--- src/rtl/display_pkg.sv ---
// Shared constants and state encoding for the display frame sequencer.
// Also hosts the counter-width helper used by the sequencer and its timer.
package display_pkg;

  localparam int WORDS_PER_LINE_DEF  = 40;
  localparam int LINES_PER_FRAME_DEF = 1024;
  localparam int UPDATE_CYCLES_DEF   = 4;
  localparam int LINE_COUNT_W        = 11;

  typedef enum logic [2:0] {
    ST_IDLE      = 3'd0,
    ST_WAIT_LINE = 3'd1,
    ST_STREAM    = 3'd2,
    ST_UPDATE    = 3'd3,
    ST_HOLD      = 3'd4
  } state_e;

  // A counter for n states never narrower than one bit
  function automatic int cnt_w(input int n);
    return (n > 1) ? $clog2(n) : 1;
  endfunction

endpackage

--- src/rtl/pulse_stretcher.sv ---
// Holds the display latch strobe high for UPDATE_CYCLES clocks.
// last_o marks the final strobe cycle so the sequencer can close the frame.
module pulse_stretcher
  import display_pkg::*;
#(
  parameter int UPDATE_CYCLES = UPDATE_CYCLES_DEF
) (
  input  logic clk_i,
  input  logic rst_ni,
  input  logic start_i,
  input  logic clear_i,
  output logic active_o,
  output logic last_o
);

  localparam int CW = cnt_w(UPDATE_CYCLES);
  localparam logic [CW-1:0] LAST = CW'(UPDATE_CYCLES - 1);

  logic          active_q, active_d;
  logic [CW-1:0] cnt_q, cnt_d;

  always_comb begin
    active_d = active_q;
    cnt_d    = cnt_q;
    if (clear_i) begin
      active_d = 1'b0;
      cnt_d    = '0;
    end else if (start_i) begin
      active_d = 1'b1;
      cnt_d    = '0;
    end else if (active_q) begin
      if (cnt_q == LAST) begin
        active_d = 1'b0;
        cnt_d    = '0;
      end else begin
        cnt_d = cnt_q + CW'(1);
      end
    end
  end

  always_ff @(posedge clk_i or negedge rst_ni) begin
    if (!rst_ni) begin
      active_q <= 1'b0;
      cnt_q    <= '0;
    end else begin
      active_q <= active_d;
      cnt_q    <= cnt_d;
    end
  end

  assign active_o = active_q;
  assign last_o   = active_q & (cnt_q == LAST);

endmodule

--- src/rtl/display_frame_sequencer.sv ---
// Streams lines from the sc32 FIFO to the display driver, then strobes
// the display latch and flips DC-balance polarity once per frame.
module display_frame_sequencer
  import display_pkg::*;
#(
  parameter int WORDS_PER_LINE  = WORDS_PER_LINE_DEF,
  parameter int LINES_PER_FRAME = LINES_PER_FRAME_DEF,
  parameter int UPDATE_CYCLES   = UPDATE_CYCLES_DEF
) (
  input  logic        fpga_clk,
  input  logic        reset_all_n,
  input  logic        enable,
  input  logic        frame_abort,
  input  logic        line_of_data_available,
  input  logic        get_next_word,
  output logic        sc32_fifo_read_enable,
  output logic        line_start,
  output logic        update,
  output logic        invert,
  output logic        frame_done,
  output logic [10:0] line_count,
  output logic        underrun
);

  localparam int WW = cnt_w(WORDS_PER_LINE);
  localparam int LW = cnt_w(LINES_PER_FRAME);
  localparam logic [WW-1:0] WLAST = WW'(WORDS_PER_LINE - 1);
  localparam logic [LW-1:0] LLAST = LW'(LINES_PER_FRAME - 1);

  state_e        state_q, state_d;
  logic [WW-1:0] word_q, word_d;
  logic [LW-1:0] line_q, line_d;
  logic          invert_q, invert_d;
  logic          line_start_q, line_start_d;
  logic          frame_done_q, frame_done_d;
  logic          underrun_q, underrun_d;
  logic          upd_start, upd_last, upd_active;
  logic          accept;

  assign accept = get_next_word & (state_q == ST_STREAM);

  always_comb begin
    state_d      = state_q;
    word_d       = word_q;
    line_d       = line_q;
    invert_d     = invert_q;
    underrun_d   = underrun_q;
    line_start_d = 1'b0;
    frame_done_d = 1'b0;
    upd_start    = 1'b0;
    if (frame_abort) begin
      state_d    = ST_IDLE;
      word_d     = '0;
      line_d     = '0;
      underrun_d = 1'b0;
    end else begin
      if (get_next_word && state_q != ST_STREAM)
        underrun_d = 1'b1;
      unique case (state_q)
        ST_IDLE: begin
          if (enable)
            state_d = ST_WAIT_LINE;
        end
        ST_WAIT_LINE: begin
          if (line_of_data_available) begin
            state_d      = ST_STREAM;
            line_start_d = 1'b1;
          end
        end
        ST_STREAM: begin
          if (accept) begin
            if (word_q == WLAST) begin
              word_d = '0;
              if (line_q == LLAST) begin
                line_d    = '0;
                state_d   = ST_UPDATE;
                upd_start = 1'b1;
              end else begin
                line_d  = line_q + LW'(1);
                state_d = ST_WAIT_LINE;
              end
            end else begin
              word_d = word_q + WW'(1);
            end
          end
        end
        ST_UPDATE: begin
          // enable is only sampled here, at the frame boundary
          if (upd_last) begin
            invert_d     = ~invert_q;
            frame_done_d = 1'b1;
            state_d      = enable ? ST_WAIT_LINE : ST_HOLD;
          end
        end
        ST_HOLD: begin
          if (enable)
            state_d = ST_WAIT_LINE;
        end
        default: state_d = ST_IDLE;
      endcase
    end
  end

  always_ff @(posedge fpga_clk or negedge reset_all_n) begin
    if (!reset_all_n) begin
      state_q      <= ST_IDLE;
      word_q       <= '0;
      line_q       <= '0;
      invert_q     <= 1'b0;
      line_start_q <= 1'b0;
      frame_done_q <= 1'b0;
      underrun_q   <= 1'b0;
    end else begin
      state_q      <= state_d;
      word_q       <= word_d;
      line_q       <= line_d;
      invert_q     <= invert_d;
      line_start_q <= line_start_d;
      frame_done_q <= frame_done_d;
      underrun_q   <= underrun_d;
    end
  end

  pulse_stretcher #(
    .UPDATE_CYCLES(UPDATE_CYCLES)
  ) u_pulse (
    .clk_i   (fpga_clk),
    .rst_ni  (reset_all_n),
    .start_i (upd_start),
    .clear_i (frame_abort),
    .active_o(upd_active),
    .last_o  (upd_last)
  );

  assign sc32_fifo_read_enable = accept;
  assign line_start            = line_start_q;
  assign update                = upd_active;
  assign invert                = invert_q;
  assign frame_done            = frame_done_q;
  assign line_count            = LINE_COUNT_W'(line_q);
  assign underrun              = underrun_q;

endmodule

--- config.mk ---
export PLATFORM = sky130hd
export DESIGN_NAME = display_frame_sequencer
export DESIGN_NICKNAME = d
export VERILOG_FILES = /design/src/rtl/display_pkg.sv /design/src/rtl/pulse_stretcher.sv /design/src/rtl/display_frame_sequencer.sv
export SDC_FILE = /design/constraint.sdc
export NUM_CORES = 1
export LEC_CHECK = 0
export CAP_MARGIN = 30
export CORE_AREA = 2 2 56 58
export CTS_CLUSTER_SIZE = 8
export DETAILED_ROUTE_END_ITERATION = 12
export DIE_AREA = 0 0 58 60
export GPL_TIMING_DRIVEN = 1
export PLACE_DENSITY = 0.82
export SYNTH_ARGS = -nofsm -noshare
export SYNTH_HDL_FRONTEND = slang
export SYNTH_HIERARCHICAL = 1
export SYNTH_SLANG_ARGS = --single-unit
--- constraint.sdc ---
create_clock -name fpga_clk -period 2.4 [get_ports fpga_clk]
set_input_delay 0.48 -clock fpga_clk [delete_from_list [all_inputs] [get_ports fpga_clk]]
set_output_delay 0.48 -clock fpga_clk [all_outputs]
set_load 0.02 [all_outputs]
==> reports/qor.yml, run 1 <==
nets: 178
syn_area_per_cell_um2: 9.92
place_inst: 197
cts_htree_levels: 1
areaGrowthSynthToFinish_pct: 21.4
clock.fmax_mhz: 457
ys_seq_elements: 26
start_kind: "input port"
grt_pass1_wl_mm: 5.23
cts_hold_buf: 0
drt-pass1-iter-count: 4
r2r_slack_ns: 0.52
max-cap-violations: 0
worst_r2r_path_depth: 4
hold_path.startpoint: "invert$_DFFE_PN0P_"
cts_buffers: 3
gp_congestion: 0.777
ant_nets: 0
rsz0062_at_grt: "no"
hold_path.class: "reg -> reg"
drc: 0
synth_top_area_share_pct: 46.2
viasPerCell: 5.77
power_mw: 0.736
wl_per_cell_um: 14.9
drive_above_1_share_pct: 12.6
worstPathArrival_ns: 1.71
num_vias: 1153
grt_start_max_net_pins: 27
maxSlewViolCount: 0
crit_required_ns: 1.92
hpwl_mm: 2.19
holdPathStages: 1
fp.dieW_um: 58
synthTopCellsByArea: "dfrtp_1 (46%), nor2_1 (3.7%), xor2_1 (3.7%)"
period_share_pct: 91.2
synth_fp_nets: 151
hold_slack_ns: 0.477
synth_edf_count: 0
timing.rr.end: "line_q[7]$_DFFE_PN0P_"
synthFlopType: "dfrtp_1"
critPathMaxFanout: 3
grt_overflow: 0
io_pins: 23
synth_cell_types: 46
path_clk_slew_ns: 0.13
worstSetupPathType: "in -> out"
final.setup_skew_ns: 0.00465
rows: 20
initial_core_util_pct: 48.5
core-area_um2: 2900
leakage_nw: 0.748
async_flop_share_pct: 100
synth_most_common_cell: "dfrtp_1"
drt_iter0_markers: 41
die_h_um: 60
cts_tree: "yes"
yosys.area.top_type: "dfrtp_1"
track_usage_pct: 19.8
synth_common_cells: "dfrtp_1 (26), nor2_1 (14), nand3_1 (10)"
min_period_ns: 2.19
numPortBuffers: 21
hold-path-endpoint: "invert$_DFFE_PN0P_"
cts.sinks: 26
critPathCaptureType: "primary output"
setup-violations-final: 0
dieArea_um2: 3480
clk_latency_ns: 0.32
synth_area_um2: 1410
final_cell_count_no_fill: 200
hold_viol_final: 0
clk_path_buf_depth: 2
drt_wl_total_mm: 2.97
powerDensity_nw_per_um2: 430
ir_drop_uv: 322
outcome: "finished, final reports clean"
grt_pass1_vias: 1201
diodes: 0
yosysWarnings: 6
cts_root_buffer: "clkbuf_4"
postSynthCellCount: 142
rr_startpoint: "state_q[1]$_DFFE_PN0P_"
ys_seq_area_share_pct: 46.2
antenna_found_initial: 0
[logic make-up (layout without fill, tap and decap cells)]
family                   after synthesis  count (layout)  synth area share (%)
adder cells (fa/ha/maj)                3               3                  2.66
AND/OR/NAND/NOR                       68              68                  28.3
buffers and inverters                 10              35                  3.02
other                                  1               1                 0.266
AO/OA/AOI/OAI                         19              19                  9.33
XOR/XNOR                               8               8                  4.97
flip-flops                            26              26                  46.2
multiplexers                           7               7                  5.24
[state kept, by name, indices dropped and copies added (netlist names)]
signal and count:
line_start 1, state_q 3, u_pulse/cnt_q 2, u_pulse/active_o 1, underrun 1, word_q 6
line_q 10, frame_done 1, invert 1
[worst max path at each step]
stage	from	to	slack (ns)
2_1_floorplan	word_q[0]$_DFFE_PN0P_	line_q[7]$_DFFE_PN0P_	0.65
3_3_place_gp	get_next_word	sc32_fifo_read_enable	-0.06
3_5_place_dp	get_next_word	sc32_fifo_read_enable	-0.13
4_1_cts	get_next_word	sc32_fifo_read_enable	0.18
5_1_grt	get_next_word	sc32_fifo_read_enable	0.1
6_report	get_next_word	sc32_fifo_read_enable	0.21
[per-layer routing]
layer  GRT usage [%]  share of wire (%)
met5               0                  0
met4            7.97                1.8
met3            2.16                3.1
met2            36.0                 51
met1            23.9                 44
[cell usage in the layout, fill, tap and decap left out, types with 2 or more instances in the layout]
| cell type | count |
|---|---|
| dfrtp_1 | 26 |
| clkdlybuf4s50_1 | 20 |
| nor2_1 | 14 |
| nand3_1 | 10 |
| buf_4 | 8 |
| a21oi_1 | 7 |
| nand2_1 | 7 |
| xor2_1 | 6 |
| and3_1 | 5 |
| nor3_1 | 4 |
| mux2i_1 | 4 |
| nor2b_1 | 3 |
| mux2_2 | 3 |
| nand4_1 | 3 |
| or3_1 | 3 |
| nand2b_1 | 3 |
| inv_1 | 3 |
| ha_1 | 3 |
| clkbuf_4 | 3 |
| and4_1 | 2 |
| nand3b_1 | 2 |
| a31oi_1 | 2 |
| xnor2_1 | 2 |
| nor3_2 | 2 |
[repair_timing]
item / in CTS / in global routing
resized for setup: 1 / 0
endpoints found under the setup margin: 1 / 0
buffers inserted: 0 / 0
[metrics by stage]
step / cell area, um2 / TNS (ns) / worst slack [ns] / utilization, %
2_1_floorplan: 1410 / 0 / 0.651 / -
3_3_place_gp: 1690 / -0.0551 / -0.0551 / 58.2
3_5_place_dp: 1690 / -0.129 / -0.129 / 58.2
4_1_cts: 1710 / 0 / 0.178 / 58.9
5_1_grt: 1710 / 0 / 0.0952 / 58.9
6_report: 1710 / 0 / 0.211 / 58.9
[power by group]
group	total [mW]	internal, mW	switching, mW
combinational	0.0905	0.0418	0.0486
clock	0.186	0.0589	0.127
sequential	0.460	0.447	0.0127
total	0.736	0.548	0.188
[worst max-delay path, stage by stage]
cell	delay, ns
clkdlybuf4s50_1	0.49
nor4bb_1	0.36
dlygate4sd2_1	0.38
[cell type report]
| type | count | area (um2) |
|---|---|---|
| sequential | 26 | 651 |
| fill | 247 | 1190 |
| clock buffer | 3 | 22.5 |
| tap | 33 | 41.3 |
| timing repair buffer | 29 | 269 |
| multi-input combinational | 106 | 716 |
| inverter | 3 | 11.3 |
Note: power is estimated with default switching activity, not from simulation.
==> inputs of run 2 (changes only) <==
Settings changed: CTS_CLUSTER_SIZE 8 to 28.
==> results of run 2 <==
Final layout, timing and power as in run 1 (identical DEF).
==> RTL change (flow settings as in run 1) <==
`WORDS_PER_LINE_DEF`: 40 -> 80.
--- a/src/rtl/display_pkg.sv
+++ b/src/rtl/display_pkg.sv
@@ -4,3 +4,3 @@
 
-  localparam int WORDS_PER_LINE_DEF  = 40;
+  localparam int WORDS_PER_LINE_DEF  = 80;
   localparam int LINES_PER_FRAME_DEF = 1024;
Check against the original RTL: same outputs for any inputs over 10 cycles, from zero or initial values and one cycle with reset_all_n low; that may be too few to reach the edited logic, so the function may still have changed.
==> RTL change against run 1 <==
Largest cell class unchanged; final area is 2.7% higher; largest power group unchanged; sequential cell count grew 1; routed wire length is 5.2% lower; critical path type unchanged; sequential share of layout area up 0.42 points; power grew 14%; hold slack lost 0.0048 ns; area after synthesis grew 4.6%; worst setup slack lost 0.14 ns.
==> RTL change: results <==
[layout]
nets = 180
multi_input_cells = 110
nNonClkBuffers = 27
regArea_um2 = 675.6
clkbuf_count = 4
buf_share_pct = 14.53
fillCellCount = 251
clkCellAreaFrac_pct = 1.496
synthToLayoutAreaGrowth_pct = 19.18
drive_gt1_share_pct = 11.76
inverters = 2
multi_input_area_um2 = 750.7

[yosys]
postSynthCellCount = 144
synth-seq-cells = 27
ys_types = 44
synth-xor-area-share_pct = 5.942
synth_compound_gate_area_share_pct = 11.54
synthMuxAreaShare_pct = 2.801
synth_commonest_cells = dfrtp_1, nor2_1, nand2_1
synth_area_leaders = dfrtp_1, nor2_1, xnor2_1, a21oi_1, ha_1
synthAdderAreaFrac_pct = 2.547
syn_nets = 153

[drt]
routed_wl_um = 2817
wl_per_cell_um = 13.88
viasPerCell = 5.493
drt_iter0_drc = 20

[placement]
finalWeightedCongestion = 0.8418
dpl.cell_count = 199
place_ws_ns = 0.05093
hpwl_um = 2070

[setup_path]
cp.arrival_ns = 1.85
r2r-end = u_pulse/active_o$_DFF_PN0_
reg2regPathDepth = 7
reg2reg_from = state_q[2]$_DFFE_PN0P_
reg2reg_slack_ns = 0.50

[outcome]
outcome = finished, final reports clean

[grt]
track_usage_pct = 17.63
grt_pass1_vias = 1047
grt_first_pass_wirelength_um = 4671

[power]
irDropWorstVdd_v = 0.0003145
p_leak_nw = 0.7714

[cts]
cts_buffers = 3
clk_pin_slew_ns = 0.13
cts_resized = 0

[timing]
skew_ns = 0.006653

[worst_hold_path]
hold_end = invert$_DFFE_PN0P_
==> RTL change: where the power goes <==
part	internal (W)	switching, W
registers	0.000471	0.0000153
logic	0.0000679	0.0000862
clock network	0.0000652	0.000130
==> RTL change: worst max path at each step <==
stage	startpoint	endpoint	slack (ns)
finish	get_next_word	sc32_fifo_read_enable	0.07
detailed placement	get_next_word	u_pulse/active_o$_DFF_PN0_	0.05
global placement	get_next_word	sc32_fifo_read_enable	0.07
floorplan	line_q[0]$_DFFE_PN0P_	u_pulse/active_o$_DFF_PN0_	0.57
global route	get_next_word	sc32_fifo_read_enable	0.03
CTS	get_next_word	sc32_fifo_read_enable	0.06
==> RTL change: routing by layer <==
layer	vias to the layer above	track usage, %	share of wire [%]
met4	0	7.641	1.1
met2	15	29.87	51
met3	4	2.165	2.6
li1	562	-	-
met1	534	22.81	45
met5	-	0	0
==> RTL change: critical path, stage by stage <==
cell and delay (ns):
clkdlybuf4s50_1 0.51, and4bb_4 0.25, clkdlybuf4s50_1 0.60
